File: config.mk
export PLATFORM = sky130hd
export DESIGN_NAME = micro_cfg_ctrl
export DESIGN_NICKNAME = d
export VERILOG_FILES = /design/src/rtl/micro_cfg_ctrl.sv
export SDC_FILE = /design/constraint.sdc
export NUM_CORES = 1
export LEC_CHECK = 0
export CORE_ASPECT_RATIO = 1.4
export CORE_MARGIN = 2
export CORE_UTILIZATION = 45
export DETAILED_ROUTE_END_ITERATION = 10
export GPL_ROUTABILITY_DRIVEN = 0
export PLACE_DENSITY = 0.76
export SYNTH_ARGS = -nofsm -noshare
export SYNTH_HDL_FRONTEND = slang
export SYNTH_SLANG_ARGS = --single-unit
File: constraint.sdc
create_clock -name clk -period 4.35 [get_ports clk]
set_clock_uncertainty 0.05 [all_clocks]
set_input_delay 0.6525 -clock clk [delete_from_list [all_inputs] [get_ports clk]]
set_output_delay 0.6525 -clock clk [all_outputs]
set_load 0.1 [all_outputs]
File: src/rtl/micro_cfg_ctrl.sv
// Micro configuration controller: synchronizes micro writes into shadow registers and commits them at frame start.
// Optional macro MICRO_AUTOINC_EN makes every accepted data byte post-increment the address register.
module micro_cfg_ctrl (
    input  logic       clk,
    input  logic       rst,
    input  logic [7:0] fpga_port_in,
    input  logic       fpga_rsel,
    input  logic       fpga_write,
    input  logic       frame_start,
    output logic [7:0] bg_r,
    output logic [7:0] bg_g,
    output logic [7:0] bg_b,
    output logic       disp_on,
    output logic       led_1,
    output logic       led_2,
    output logic       commit_pending
);

    typedef enum logic [1:0] {IDLE, ARMED, APPLY} state_t;

    state_t     state;
    state_t     state_next;
    logic       wr_s1;
    logic       wr_s2;
    logic       wr_s3;
    logic       accept;
    logic       data_wr;
    logic       commit_req;
    logic [2:0] addr;
    logic [7:0] sh_r;
    logic [7:0] sh_g;
    logic [7:0] sh_b;
    logic [2:0] sh_ctrl;

    // Flops reset high so a strobe already high at reset release never looks like a new edge
    always_ff @(posedge clk or posedge rst) begin
        if (rst) begin
            wr_s1 <= 1'b1;
            wr_s2 <= 1'b1;
            wr_s3 <= 1'b1;
        end else begin
            wr_s1 <= fpga_write;
            wr_s2 <= wr_s1;
            wr_s3 <= wr_s2;
        end
    end

    assign accept     = wr_s2 & ~wr_s3;
    assign data_wr    = accept & ~fpga_rsel;
    assign commit_req = data_wr && (addr == 3'd4);

    always_ff @(posedge clk or posedge rst) begin
        if (rst) begin
            addr    <= 3'd0;
            sh_r    <= 8'h00;
            sh_g    <= 8'h00;
            sh_b    <= 8'h30;
            sh_ctrl <= 3'b001;
        end else if (accept) begin
            if (fpga_rsel) begin
                addr <= fpga_port_in[2:0];
            end else begin
                case (addr)
                    3'd0:    sh_r    <= fpga_port_in;
                    3'd1:    sh_g    <= fpga_port_in;
                    3'd2:    sh_b    <= fpga_port_in;
                    3'd3:    sh_ctrl <= fpga_port_in[2:0];
                    default: ;
                endcase
`ifdef MICRO_AUTOINC_EN
                addr <= addr + 3'd1;
`else
                addr <= addr;
`endif
            end
        end
    end

    always_ff @(posedge clk or posedge rst) begin
        if (rst) begin
            state <= IDLE;
        end else begin
            state <= state_next;
        end
    end

    // A request arriving in IDLE arms even if frame_start is high that cycle; ARMED absorbs repeats
    always_comb begin
        state_next = state;
        case (state)
            IDLE:    if (commit_req) state_next = ARMED;
            ARMED:   if (frame_start) state_next = APPLY;
            APPLY:   state_next = commit_req ? ARMED : IDLE;
            default: state_next = IDLE;
        endcase
    end

    // Shadow writes in the APPLY cycle are non-blocking, so the copy uses the values held at its start
    always_ff @(posedge clk or posedge rst) begin
        if (rst) begin
            bg_r    <= 8'h00;
            bg_g    <= 8'h00;
            bg_b    <= 8'h30;
            disp_on <= 1'b1;
            led_1   <= 1'b0;
            led_2   <= 1'b0;
        end else if (state == APPLY) begin
            bg_r    <= sh_r;
            bg_g    <= sh_g;
            bg_b    <= sh_b;
            disp_on <= sh_ctrl[0];
            led_1   <= sh_ctrl[1];
            led_2   <= sh_ctrl[2];
        end
    end

    assign commit_pending = (state != IDLE);

endmodule

==> results of run 1 <==
## final cells by class
type / instances / area (µm²)
Clock buffer: 10 / 137.6
Clock inverter: 6 / 85.08
Fill cell: 396 / 2033
Inverter: 2 / 7.507
Multi-Input combinational cell: 72 / 757.0
Sequential cell: 62 / 1563
Tap cell: 66 / 82.58
Timing Repair Buffer: 42 / 415.4
## power breakdown
group / leakage, nW / total (mW) / switching (mW) / internal (mW)
clock network: 0.108 / 0.551 / 0.216 / 0.336
registers: 0.783 / 0.880 / 0.0986 / 0.782
logic: 0.481 / 1.02 / 0.729 / 0.289
## worst paths after layout
| path | start | end |
|---|---|---|
| setup / recovery | bg_b[5] | bg_b[5] |
| hold / removal | wr_s1 | wr_s2 |
| setup reg to reg | state[0] | bg_g[6] |
| hold reg to reg | wr_s1 | wr_s2 |
| max in group asynchronous | rst | sh_ctrl[0] |
| min in group asynchronous | rst | sh_r[3] |
## worst register-to-register path, stage by stage, from the launching register on
cell                      delay (ns)
sky130_fd_sc_hd__dfrtp_1        0.41
sky130_fd_sc_hd__nor2b_2        0.39
sky130_fd_sc_hd__buf_4          0.37
sky130_fd_sc_hd__mux2_2         0.38
## registers in the layout (all words and copies together), names as in the netlist
register	count
bg_b	8
bg_g	8
bg_r	8
sh_b	8
sh_g	8
sh_r	8
addr	3
sh_ctrl	3
state	2
disp_on	1
led_1	1
led_2	1
wr_s1	1
wr_s2	1
wr_s3	1
## cell usage in the layout (no fill, tap or decap), drive strengths merged, types with 4 or more instances in the layout
| cell | synthesis | routed |
|---|---|---|
| dfrtp | 53 | 53 |
| clkdlybuf4s50 | 0 | 40 |
| mux2 | 57 | 57 |
| nand2 | 4 | 4 |
| dfstp | 9 | 9 |
| clkbuf | 0 | 10 |
## through the flow
stage | utilization (%) | setup slack [ns] | area [µm²] | power (mW)
floorplan | - | 2.121 | 2340 | 1.668
global placement | 55.60 | 2.018 | 2825 | 1.885
detailed placement | 55.60 | 2.015 | 2825 | 1.915
CTS | 59.99 | 1.635 | 3048 | 2.476
global route | 59.99 | 1.607 | 3048 | 2.555
finish | 59.99 | 1.662 | 3048 | 2.450
## per-layer routing
metal | part of all wire (%) | GRT usage, % | vias up | wire length [µm]
met5 | 0 | 0 | - | 0
li1 | - | - | 595 | -
met4 | 1.8 | 11.03 | 0 | 72
met3 | 3.8 | 4.534 | 5 | 156
met1 | 42 | 19.22 | 662 | 1717
met2 | 53 | 27.46 | 30 | 2159
## cells by family (layout without fill, tap and decap cells)
kind of cell | count (synthesis) | after routing | share of synthesized area, %
multiplexers | 57 | 57 | 27.43
flip-flops | 62 | 62 | 66.79
AND/OR/NAND/NOR | 14 | 14 | 4.545
buffers and inverters | 5 | 60 | 0.9625
AO/OA/AOI/OAI | 1 | 1 | 0.2676
==> flow_summary.yaml, run 1 <==
run_status:
  status: "finished, final reports clean"
synth:
  edff_count_synth: 0
  synth_largest_area_cell: "sky130_fd_sc_hd__dfrtp_1"
  synth_warnings: 0
  ys_ff_latch: 62
  most_used_flip_flop_cell_after_synthesis: "sky130_fd_sc_hd__dfrtp_1"
  synth_nets: 152
  synth.most_common_cell: "sky130_fd_sc_hd__mux2_2"
  syn_inst: 139
  synthArstFlopShare_pct: 100.0
  synth_cell_type_count: 15
  average_cell_area_after_synthesis_um2: 16.83
  synth.top_cells.by_area: "sky130_fd_sc_hd__dfrtp_1, sky130_fd_sc_hd__mux2_2, sky130_fd_sc_hd__dfstp_2"
  yosys-top-cells-count: "sky130_fd_sc_hd__mux2_2, sky130_fd_sc_hd__dfrtp_1, sky130_fd_sc_hd__dfstp_2"
  synth_largest_type_area_fraction_pct: 56.68
  yosysSeqAreaShare_pct: 66.79
  synth_area_mm2: 0.002340
clock_network:
  cts_buffers: 9
  cts_setup_buffers: 0
  cts_htree_levels: 3
  cts_tree: "yes"
  worst_skew_pair.late_latency_ns: 0.33
  clock-root-buffer: "sky130_fd_sc_hd__clkbuf_8"
  max_clock_buf_depth: 2
  post_cts_hold_buffer_count: 0
  clk_pin_slew_ns: 0.07
  cts-resized-gates: 0
  clkSinkCount: 62
worst_setup_path:
  worst_setup_path_category: "reg -> out"
  critPathSlowestCell: "sky130_fd_sc_hd__clkdlybuf4s50_1"
  crit_path_cell_trace: "clkdlybuf4s50_1"
  critPathArrivalTime_ns: 1.99
  critPathBufInv: 1
  timing.critical_path.from_type: "flip-flop"
  cpLargestDelayFamily: "buffers and inverters"
  crit_path_max_incr_delay_ns: 1.12
  critical_path_peak_fanout: 2
  timing.reg2reg.setup_slack_ns: 2.64
  cp_data_required_time_ns: 3.65
  worstSetupPathDepth: 1
  critPathCaptureType: "primary output"
  r2r_cells: 3
pwr:
  leakage_nw: 1.372
  power.density_cell_area_mw_per_mm2: 803.7
  irDropWorstVdd_v: 0.0004177
floorplanning:
  core_area_mm2: 0.005081
  dieArea_mm2: 0.005800
  ioPinCount: 41
  rows: 31
  fp.dieH_um: 89.32
  die_width_um: 64.94
  initial_core_util_pct: 46.05
sta:
  layout_worst_path_cycle_share_pct: 61.80
  unrepaired_setup_endpoints_after_global_routing: "false"
  fmaxAchievable_ghz: 0.3720
  setup-tns-final_ns: 0
  max_slew_margin_pct: 33.23
  fin_hold_ws_ns: 0.3058
  hold_violations: 0
  setup-violations-final: 0
  final_critical_period_ns: 2.688
  maxSlewViolCount: 0
  worstMarginPinSlew_ns: 0.9985
finish:
  insertedDiodeCount: 0
  nNetsFinal: 202
  final-instance-count-excl-fill: 260
  area.growth.synth_to_final_pct: 30.27
  layout-drive-gt1-share_pct: 47.42
run:
  timing.max_cap.violations: 0
global_route:
  grt_pass1_wl_mm: 6.941
  grt_remaining_overflow: 0
  grt_antenna_before_repair: 0
  grt_start_max_net_pins: 42
  grt_pass1_vias: 1449
  grt.total_usage_pct: 16.70
min_path:
  timing.hold.worst.class: "reg -> reg"
  timing.hold.worst_path_depth: 0
routing:
  first_iter_violations: 70
  drt_wl_total_mm: 4.106
  detail_route.vias_per_cell: 4.969
  dr.pass1.iters: 4
  vias: 1292
  postRouteAntennaNets: 0
  avgRoutedWirePerCell_um: 15.79
  drt_drc_violations_left: 0
placement:
  io_buffers: 40
  placedCellCount: 244
  post-dp-hpwl_mm: 2.845
No activity file was read; power rests on OpenSTA's default activity.
==> inputs of run 2 (changes only) <==
--- a/config.mk
+++ b/config.mk
@@ -10,7 +10,7 @@
 export CORE_UTILIZATION = 45
 export DETAILED_ROUTE_END_ITERATION = 10
 export GPL_ROUTABILITY_DRIVEN = 0
-export PLACE_DENSITY = 0.76
+export PLACE_DENSITY = 0.78
 export SYNTH_ARGS = -nofsm -noshare
 export SYNTH_HDL_FRONTEND = slang
 export SYNTH_SLANG_ARGS = --single-unit
==> constraint.sdc (replaced) <==
create_clock -name clk -period 2.3 [get_ports clk]
set_clock_uncertainty 0.05 [all_clocks]
set_input_delay 0.345 -clock clk [delete_from_list [all_inputs] [get_ports clk]]
set_output_delay 0.345 -clock clk [all_outputs]
set_load 0.1 [all_outputs]
==> run 2 against run 1 <==
  * Global-route usage shrank 0.55 points
  * Die area is the same
  * Cell count grew 0.38%
  * Critical path depth grew 1
  * Sequential share of layout area grew 1.7 points
  * Highest routed layer unchanged
  * Core utilization shrank 1.9 points
==> flow_summary.yaml, run 2 (synthesis gave the netlist of run 1 again) <==
worst_setup_path:
  critical_path_peak_fanout: 4
  timing.rr.start: "wr_s3"
  critPathSlowestCell: "sky130_fd_sc_hd__dfrtp_1"
  crit_path_cell_trace: "or2_2 -> buf_4"
  critPathArrivalTime_ns: 1.25
  r2r_cells: 3
  crit_start: "state[0]"
  cp_data_required_time_ns: 1.90
  critPathCaptureType: "primary output"
  timing.critical_path.from_type: "flip-flop"
  crit_path_max_incr_delay_ns: 0.41
  worst_setup_path_category: "reg -> out"
floorplanning:
  fp.dieH_um: 89.32
  initial_core_util_pct: 46.05
  dieArea_mm2: 0.005800
  ioPinCount: 41
  core_area_mm2: 0.005081
  die_width_um: 64.94
  rows: 31
finish:
  nNetsFinal: 204
  insertedDiodeCount: 0
  fill_cells: 419
  most-common-layout-cells: "sky130_fd_sc_hd__mux2_2, sky130_fd_sc_hd__dfrtp_1, sky130_fd_sc_hd__buf_4"
  utilization_pct: 58.06
  layout_commonest_cell: "sky130_fd_sc_hd__mux2_2"
  layout-drive-gt1-share_pct: 60.51
  area.growth.synth_to_final_pct: 26.10
pwr:
  irDropWorstVdd_v: 0.0006517
  leakage_nw: 1.416
  power.density_cell_area_mw_per_mm2: 1469
routing:
  detail_route.vias_per_cell: 4.973
  postRouteAntennaNets: 0
  drt_wl_total_mm: 4.006
  first_iter_violations: 39
  vias: 1298
  dr.pass1.iters: 2
  drt_drc_violations_left: 0
  avgRoutedWirePerCell_um: 15.35
clock_network:
  max_clock_buf_depth: 2
  cts_setup_buffers: 0
  cts_tree: "yes"
  cts_buffers: 9
  cts-resized-gates: 0
  post_cts_hold_buffer_count: 0
  clkSinkCount: 62
  clk_pin_slew_ns: 0.06
  cts_htree_levels: 3
  worst_skew_pair.late_latency_ns: 0.33
  clock-root-buffer: "sky130_fd_sc_hd__clkbuf_8"
global_route:
  grt_pass1_wl_mm: 6.720
  grt_antenna_before_repair: 0
  grt.total_usage_pct: 16.15
  grt_start_max_net_pins: 28
  grt_remaining_overflow: 0
  grt_pass1_vias: 1367
min_path:
  timing.hold.worst.class: "reg -> reg"
  timing.hold.worst_path_depth: 0
  min_from: "wr_s1"
sta:
  final_critical_period_ns: 1.646
  setup-violations-final: 0
  max_slew_margin_pct: 64.00
  setup-tns-final_ns: 0
  worstMarginPinSlew_ns: 0.5392
  fmaxAchievable_ghz: 0.6074
  unrepaired_setup_endpoints_after_global_routing: "false"
  hold_violations: 0
  maxSlewViolCount: 0
  layout_worst_path_cycle_share_pct: 71.58
placement:
  post-dp-hpwl_mm: 2.956
  io_buffers: 40
run:
  timing.max_cap.violations: 0
run_status:
  status: "finished, final reports clean"
[run 2: cell type report]
cell class	count	area (µm²)	share of cell area (%)
multi-input combinational	72	757.0	25.66
timing repair buffer	44	372.9	12.64
tap	66	82.58	2.799
clock inverter	1	5.005	0.1696
clock buffer	14	162.7	5.513
sequential	62	1563	52.97
inverter	2	7.507	0.2545
[run 2: per-layer routing]
layer  routed length (µm)  global-route usage [%]  vias up
met5                    0                       0        -
met4                  112                   10.83        0
met3                  159                   4.660       10
met2                 2188                   26.24       32
met1                 1545                   18.60      663
li1                     -                       -      593
[run 2: final timing paths]
kind / to / slack [ns]
min in group asynchronous: bg_r[3] / 0.33
setup / recovery: commit_pending / 0.65
setup reg to reg: sh_g[5] / 0.72
hold reg to reg: wr_s2 / 0.31
max in group asynchronous: sh_ctrl[0] / 1.27
hold / removal: wr_s2 / 0.31
[run 2: worst max-delay path, delay by kind of cell (launching register included)]
kind                   cells  cell delay (ns)
buffers and inverters      1             0.23
flip-flops                 1             0.41
AND/OR/NAND/NOR            1             0.28
[run 2: per-stage QoR]
stage	setup WS [ns]	instance area [µm²]	instances	power [mW]	hold slack, ns
after floorplan	0.3785	2340	139	3.154	0.2952
after CTS	0.6320	2950	261	4.386	0.3063
after detailed placement	0.3415	2783	246	3.574	0.2978
after global routing	0.6079	2950	261	4.532	0.3118
after global placement	0.3719	2783	246	3.525	0.2962
final	0.6536	2950	261	4.335	0.3060
[run 2: report_power, final]
part	switching (mW)	internal [mW]	total (mW)
registers	0.189	1.48	1.67
clock network	0.356	0.443	0.799
logic	1.37	0.494	1.87
total	1.92	2.42	4.34
==> inputs of run 3 (changes only) <==
--- a/config.mk
+++ b/config.mk
@@ -10,7 +10,7 @@
 export CORE_UTILIZATION = 45
 export DETAILED_ROUTE_END_ITERATION = 10
 export GPL_ROUTABILITY_DRIVEN = 0
-export PLACE_DENSITY = 0.78
+export PLACE_DENSITY = 0.76
 export SYNTH_ARGS = -nofsm -noshare
 export SYNTH_HDL_FRONTEND = slang
 export SYNTH_SLANG_ARGS = --single-unit
==> constraint.sdc (replaced) <==
create_clock -name clk -period 1.7 [get_ports clk]
set_clock_uncertainty 0.05 [all_clocks]
set_input_delay 0.255 -clock clk [delete_from_list [all_inputs] [get_ports clk]]
set_output_delay 0.255 -clock clk [all_outputs]
set_load 0.1 [all_outputs]
==> run 3 against run 2 <==
  * Core utilization rose by 7.4 points
  * Global-route usage barely moved
  * Routed wire length rose by 4.5%
  * Cell area rose by 13%
  * Non-clock buffer count fell by 2
  * Combinational power rose by 65%
  * Count of clock-buffer cells in the layout rose by 2
  * Sequential share of layout area fell by 6.0 points
  * Largest cell class unchanged
  * Highest routed layer unchanged
==> flow_summary.yaml, run 3 (synthesis gave the netlist of run 1 again) <==
worst_setup_path:
  critPathCaptureType: "flip-flop"
  timing.critical_path.from_type: "flip-flop"
  critPathArrivalTime_ns: 1.74
  worst_setup_path_category: "reg -> reg"
  cp_data_required_time_ns: 1.86
  critical_path.reg2reg.endpoint: "sh_g[6]"
  timing.rr.start: "wr_s3"
  timing.reg2reg.setup_slack_ns: 0.13
  critical_path_peak_fanout: 8
  r2r_cells: 3
placement:
  pre_cts_slack_ns: -0.1689
  dpl_cell_area_mm2: 0.003134
  io_buffers: 40
  post-dp-hpwl_mm: 2.972
sta:
  setup_ws_ns: 0.1260
  maxSlewViolCount: 0
  final_critical_period_ns: 1.574
  worstMarginPinSlew_ns: 0.3153
  layout_worst_path_cycle_share_pct: 92.59
  fmaxAchievable_ghz: 0.6353
  max_slew_margin_pct: 78.98
  setup-tns-final_ns: 0
  hold_violations: 0
  unrepaired_setup_endpoints_after_global_routing: "false"
  setup-violations-final: 0
clock_network:
  clkSinkCount: 62
  clk_pin_slew_ns: 0.06
  max_clock_buf_depth: 2
  worst_skew_pair.late_latency_ns: 0.33
  cts_htree_levels: 3
  cts_setup_buffers: 0
  post_cts_hold_buffer_count: 0
  clock-root-buffer: "sky130_fd_sc_hd__clkbuf_8"
  cts-resized-gates: 0
  cts_tree: "yes"
  cts_buffers: 9
floorplanning:
  core_area_mm2: 0.005081
  initial_core_util_pct: 46.05
  dieArea_mm2: 0.005800
  die_width_um: 64.94
  ioPinCount: 41
  rows: 31
  fp.dieH_um: 89.32
finish:
  fill_cells: 346
  layout_commonest_cell: "sky130_fd_sc_hd__mux2_2"
  insertedDiodeCount: 0
  nNetsFinal: 202
  design_area_mm2: 0.003324
  area.growth.synth_to_final_pct: 42.09
  layout-drive-gt1-share_pct: 60.31
  most-common-layout-cells: "sky130_fd_sc_hd__mux2_2, sky130_fd_sc_hd__dfrtp_1, sky130_fd_sc_hd__buf_12"
routing:
  drt_wl_total_mm: 4.185
  first_iter_violations: 37
  dr.pass1.iters: 2
  vias: 1293
  postRouteAntennaNets: 0
  drt_drc_violations_left: 0
  avgRoutedWirePerCell_um: 16.10
  detail_route.vias_per_cell: 4.973
min_path:
  min_from: "fpga_write"
  hold_ep: "wr_s1"
  timing.hold.worst_path_depth: 1
  timing.hold.worst.class: "in -> reg"
global_route:
  grt_pass1_wl_mm: 6.693
  grt.total_usage_pct: 16.19
  grt_remaining_overflow: 0
  grt_start_max_net_pins: 63
  grt_pass1_vias: 1403
  grt_antenna_before_repair: 0
run_status:
  status: "finished, final reports clean"
run:
  timing.max_cap.violations: 0
pwr:
  leakage_nw: 1.502
  power.density_cell_area_mw_per_mm2: 2000
  irDropWorstVdd_v: 0.001139
[run 3: cell type report]
| cell class | instances | area [µm²] | share of cell area, % |
|---|---|---|---|
| inverters | 2 | 11.26 | 0.3387 |
| flip-flops and latches | 62 | 1563 | 47.01 |
| well taps | 66 | 82.58 | 2.484 |
| multi-input cells | 72 | 757.0 | 22.77 |
| repair buffers | 42 | 720.7 | 21.68 |
| clock buffers | 16 | 190.2 | 5.721 |
[run 3: worst max-delay path by stage]
stage | start | end | depth (start not counted)
floorplan | wr_s3 | sh_g[0] | 3
global placement | fpga_rsel | sh_g[3] | 4
detailed placement | fpga_rsel | sh_g[6] | 4
CTS | wr_s3 | sh_g[6] | 3
global route | wr_s2 | sh_r[1] | 3
finish | wr_s3 | sh_g[6] | 3
[run 3: report_power, final]
group	leakage (nW)	switching, mW	internal, mW
sequential	0.783	0.381	2.00
clock	0.0970	0.495	0.691
combinational	0.622	1.87	1.21
total	1.50	2.74	3.90
[run 3: routing by layer]
| metal | part of all wire, % | track usage [%] | vias up |
|---|---|---|---|
| li1 | - | - | 588 |
| met1 | 38 | 18.47 | 667 |
| met2 | 55 | 27.93 | 28 |
| met3 | 4.1 | 4.534 | 10 |
| met4 | 2.4 | 8.124 | 0 |
| met5 | 0 | 0 | - |
[run 3: worst max-delay path, cell delays in order (launching register included)]
cell	delay, ns
sky130_fd_sc_hd__dfstp_2	0.57
sky130_fd_sc_hd__and4bb_2	0.25
sky130_fd_sc_hd__nand2_2	0.21
sky130_fd_sc_hd__mux2_2	0.37
[run 3: stage by stage]
| stage | util (%) | total power, mW | instances | hold slack [ns] |
|---|---|---|---|---|
| global route | 65.43 | 6.909 | 260 | 0.2636 |
| floorplan | - | 4.268 | 139 | 0.2095 |
| detailed placement | 61.68 | 5.518 | 244 | 0.2968 |
| global placement | 61.68 | 5.427 | 244 | 0.2962 |
| finish | 65.43 | 6.648 | 260 | 0.2849 |
| CTS | 65.43 | 6.724 | 260 | 0.2685 |
==> edit 1, RTL diff (config.mk and constraints of run 3) <==
Put one more register stage on the output `bg_r`. The value now appears one clock later. The other outputs are not delayed to match.
--- a/src/rtl/micro_cfg_ctrl.sv
+++ b/src/rtl/micro_cfg_ctrl.sv
@@ -19,2 +19,4 @@
     typedef enum logic [1:0] {IDLE, ARMED, APPLY} state_t;
+
+    logic [7:0] bg_r_s0;
 
@@ -100,3 +102,3 @@
         if (rst) begin
-            bg_r    <= 8'h00;
+            bg_r_s0 <= 8'h00;
             bg_g    <= 8'h00;
@@ -107,3 +109,3 @@
         end else if (state == APPLY) begin
-            bg_r    <= sh_r;
+            bg_r_s0 <= sh_r;
             bg_g    <= sh_g;
@@ -118,2 +120,6 @@
 
+    always_ff @(posedge clk) begin
+        bg_r <= bg_r_s0;
+    end
+
 endmodule
Formal check against the unedited RTL: no difference found for any inputs over 10 cycles, from zero or initial values and one cycle with rst high; that may be too few to reach the edited logic, so the function may still have changed.
==> edit 1 against run 3 <==
Sequential share of layout area up 2.1 points. Synthesized cell count up 5.0%. Worst setup slack worse by 0.089 ns. Area after synthesis up 6.8%. Sequential cell count up 8. Total power up 5.6%. Via count up 4.8%. Critical path depth unchanged. Largest power group unchanged. Cell area up 5.6%. Wire length up 4.5%. First-iteration DRC count down 57%.
==> edit 1: results (changes against run 3) <==
----------------------------------------------------
[Power]
  Power in combinational cells ... 3.07 mW (about the same)
  P_leak ... 1.59 nW (+5.8%)
  Maximum vdd drop ... 1230 uV (+7.6%)
  Sequential power share ... 0.383 (+0.024)
  Net switching power figure ... 2.80 mW (+2.1%)
  Clock Power Share ... 0.180 (+0.002)

[Global route]
  Global-route met1 utilization ... 0.208 (+0.0232)
  Overall track demand over capacity in global routing ... 0.164 (+0.00187)
  Routing usage on met2 ... 0.264 (-0.0151)
  Vias in the first global route ... 1476 (+5.2%)
  Wire length of the first global-routing pass ... 7420 microns (+11%)
  GRT met3 Usage ... 0.0380 (-0.00730)

[Final layout]
  Buffer count excluding the clock tree in the final layout ... 45 (+7.1%)
  Non-clock buffering overhead in the final layout ... 0.209 (-0.00752)
  Clock buffers and inverters, area share ... 0.0535 (-0.00373)
  Register fraction of the total cell area ... 0.491 (+0.0208)
  Design Area, Final ... 3510 sq um (+5.6%)
  Area occupied by multi-input gates ... 768 sq um (+1.5%)
  CLK BUF ... 14 (-2)
  Fraction of final layout cells with drive strength greater than 1 ... 0.583 (-0.0198)
  Count of multi-input gates ... 71 (-1.4%)
  Number of fill cells ... 404 (+17%)
  Layout sequential cell count ... 70 (+13%)
  Layout inverter count without the clock tree ... 2 (unchanged)
  Post-layout instance count excluding filler cells ... 272 (+4.6%)
  # nets final ... 212 (+5.0%)

[Synth]
  Proportion of synthesized chip area in sequential cells ... 0.689 (+0.0213)
  Post-synthesis cell type count ... 18 (+3)
  Most used flip-flop cell after synthesis ... dfrtp_1
  Area contributors post-synth ... dfrtp_1 (53%), mux2_2 (26%), dfstp_2 (9.5%)
  Async S/R FF share, synth ... 0.886 (-0.114)
  Commonest cells post-synth ... mux2_2 (57), dfrtp_1 (53), dfstp_2 (9)
  Total nets after synthesis ... 159 (+4.6%)
  Post-Syn Area per Cell ... 17.1 sq um (+1.7%)

[Placed design]
  Inst Count DP ... 256 (+4.9%)
  DP Area ... 3310 sq um (+5.5%)
  HPWL Detailed ... 3040 microns (+2.3%)
  Number of I/O port buffers ... 40 (unchanged)
  Post-Place Setup Slack ... -0.204 ns (-0.0347 ns)

[Drt]
  Number of vias after detailed routing ... 1355 (+4.8%)
  Detailed-routing iteration count for the pre-antenna-repair pass ... 4 (+2)
  Top routing layer in use ... met4
  Iteration-0 DRC Markers ... 16 (-57%)
  Detailed route wirelength on metal3 ... 178 microns (+4.1%)
  Final Routed Wirelength ... 4370 microns (+4.5%)
  Wl on met1 ... 1770 microns (+11%)
  Routed wire length on met2 ... 2360 microns (+2.0%)

[Outcome]
  Result of the run ... finished clean

[Floorplan]
  Floorplan core area ... 5450 sq um (+7.2%)

[Worst setup path]
  Worst endpoint data arrival time ... 1.82 ns (+0.08 ns)
  Critical Path Fanout Max ... 8 (unchanged)

[Timing]
  Slew margin rel. ... 0.755 (-0.0349)

----------------------------------------------------
edit 1: cell families after synthesis:
family,after synthesis,share of synthesized area
flops,70,0.689
mux,57,0.257
buf+inv,5,0.00901
compound gates,1,0.00250
simple gates,13,0.0425
edit 1: worst paths after layout:
check	depth (start not counted)	slack, ns	endpoint	from
max in group asynchronous	3	0.98	sh_b[5]$_DFFE_PP1P_	rst
max	3	0.04	sh_r[2]$_DFFE_PP0P_	wr_s2$_DFF_PP1_
min in group asynchronous	3	0.31	addr[0]$_DFFE_PP0P_	rst
min	1	0.30	wr_s1$_DFF_PP1_	fpga_write
max reg2reg	3	0.04	sh_r[2]$_DFFE_PP0P_	wr_s2$_DFF_PP1_
min reg2reg	0	0.31	wr_s2$_DFF_PP1_	wr_s1$_DFF_PP1_
edit 1: worst max-delay path, cell delays in order, from the launching register on:
cell and delay [ns]:
dfstp_2 0.55, nor4b_4 0.34, nand2_2 0.27, mux2_2 0.34
==> edit 2, RTL diff (settings of run 3) <==
Made on the original files. Build with the macro `MICRO_AUTOINC_EN` defined.
--- a/src/rtl/micro_cfg_ctrl.sv
+++ b/src/rtl/micro_cfg_ctrl.sv
@@ -2,2 +2,4 @@
 // Optional macro MICRO_AUTOINC_EN makes every accepted data byte post-increment the address register.
+`define MICRO_AUTOINC_EN
+
 module micro_cfg_ctrl (
Behaviour: not the same (a bounded check fails within 10 cycles, from zero or initial values and one cycle with rst high).
==> edit 2 against run 3 <==
Total power up 9.0%. Cell area up 4.7%. Cell count increased by 6.9%. Critical endpoint is now sh_b[6]$_DFFE_PP0P_. Wire length is 16% higher. Worst setup slack worse by 0.087 ns. Sequential cell count unchanged. Largest power group unchanged. Maximum frequency is 5.2% lower. Count of clock-buffer cells in the layout shrank 4. Largest cell class unchanged. Highest routed layer unchanged. Synthesized cell count rose by 12%. Area after synthesis increased by 4.3%.
==> edit 2: results (changes against run 3) <==
----------------------------------------------------
[Floorplan]
  Area of the die ... 6040 sq um (+4.1%)

[Placed design]
  Post-Place Setup Slack ... -0.232 ns (-0.0635 ns)
  Inst Count DP ... 262 (+7.4%)
  DP Area ... 3250 sq um (+3.7%)
  HPWL Detailed ... 3530 microns (+19%)

[Global route]
  Vias in the first global route ... 1565 (+12%)
  Routing usage on met2 ... 0.282 (+0.00238)
  GRT met3 Usage ... 0.0682 (+0.0228)
  Global-route met1 utilization ... 0.232 (+0.0472)
  Wire length of the first global-routing pass ... 8040 microns (+20%)
  Maximum number of pins on one net before global-route repair ... 29 (-54%)
  Overall track demand over capacity in global routing ... 0.187 (+0.0251)

[Final layout]
  # nets final ... 225 (+11%)
  Multi-input combinational area share ... 0.240 (+0.0121)
  Clock buffers and inverters, area share ... 0.0665 (+0.00929)
  Number of fill cells ... 372 (+7.5%)
  Layout inverter count without the clock tree ... 4 (+2)
  Count of multi-input gates ... 84 (+17%)
  Fraction of final layout cells with drive strength greater than 1 ... 0.561 (-0.0418)
  Buffer count excluding the clock tree in the final layout ... 46 (+9.5%)
  CLK BUF ... 12 (-4)

[Worst setup path]
  Worst endpoint data arrival time ... 1.83 ns (+0.09 ns)

[Timing]
  Max frequency ... 0.602 GHz (-5.2%)
  Worst hold slack ... 0.182 ns (-0.103 ns)
  Slew margin rel. ... 0.764 (-0.0262)

[Power]
  P_leak ... 1.61 nW (+7.1%)
  Maximum vdd drop ... 1510 uV (+33%)
  Cell Pwr Density ... 2080 nW/um^2 (+4.1%)

[Synth]
  Post-synthesis cell type count ... 22 (+7)
  Post-Syn Area per Cell ... 15.7 sq um (-6.5%)

[Drt]
  Number of vias after detailed routing ... 1427 (+10%)
  Wl on met1 ... 1940 microns (+21%)
  Routed wire length on met2 ... 2560 microns (+11%)

[Outcome]
  Result of the run ... finished clean

[Hold path]
  Hold crit path type ... input port to async pin

----------------------------------------------------
-- edit 2: critical path, cell delays in order, from the launching register on --
cell	delay, ns
dfstp_2	0.54
nor4b_4	0.32
nand2_2	0.26
mux2_1	0.37
-- edit 2: power by group through the flow --
stage	registers, mW	clock network, mW	logic [mW]
after global routing	2.57	1.57	3.39
final	2.51	1.47	3.28
after global placement	2.47	0	3.23
after floorplan	3.89	0	0.599
after detailed placement	2.52	0	3.30
after CTS	2.51	1.49	3.31
-- edit 2: path summary, 6_finish.rpt --
kind,to,cells past startpoint,startpoint
worst max-delay path,sh_b[6]$_DFFE_PP0P_,3,wr_s2$_DFF_PP1_
worst min-delay path,bg_g[1]$_DFFE_PP0P_,2,rst
worst max register to register,sh_b[6]$_DFFE_PP0P_,3,wr_s2$_DFF_PP1_
worst min register to register,wr_s2$_DFF_PP1_,0,wr_s1$_DFF_PP1_
max in group asynchronous,sh_b[4]$_DFFE_PP1P_,3,rst
min in group clk,wr_s1$_DFF_PP1_,1,fpga_write
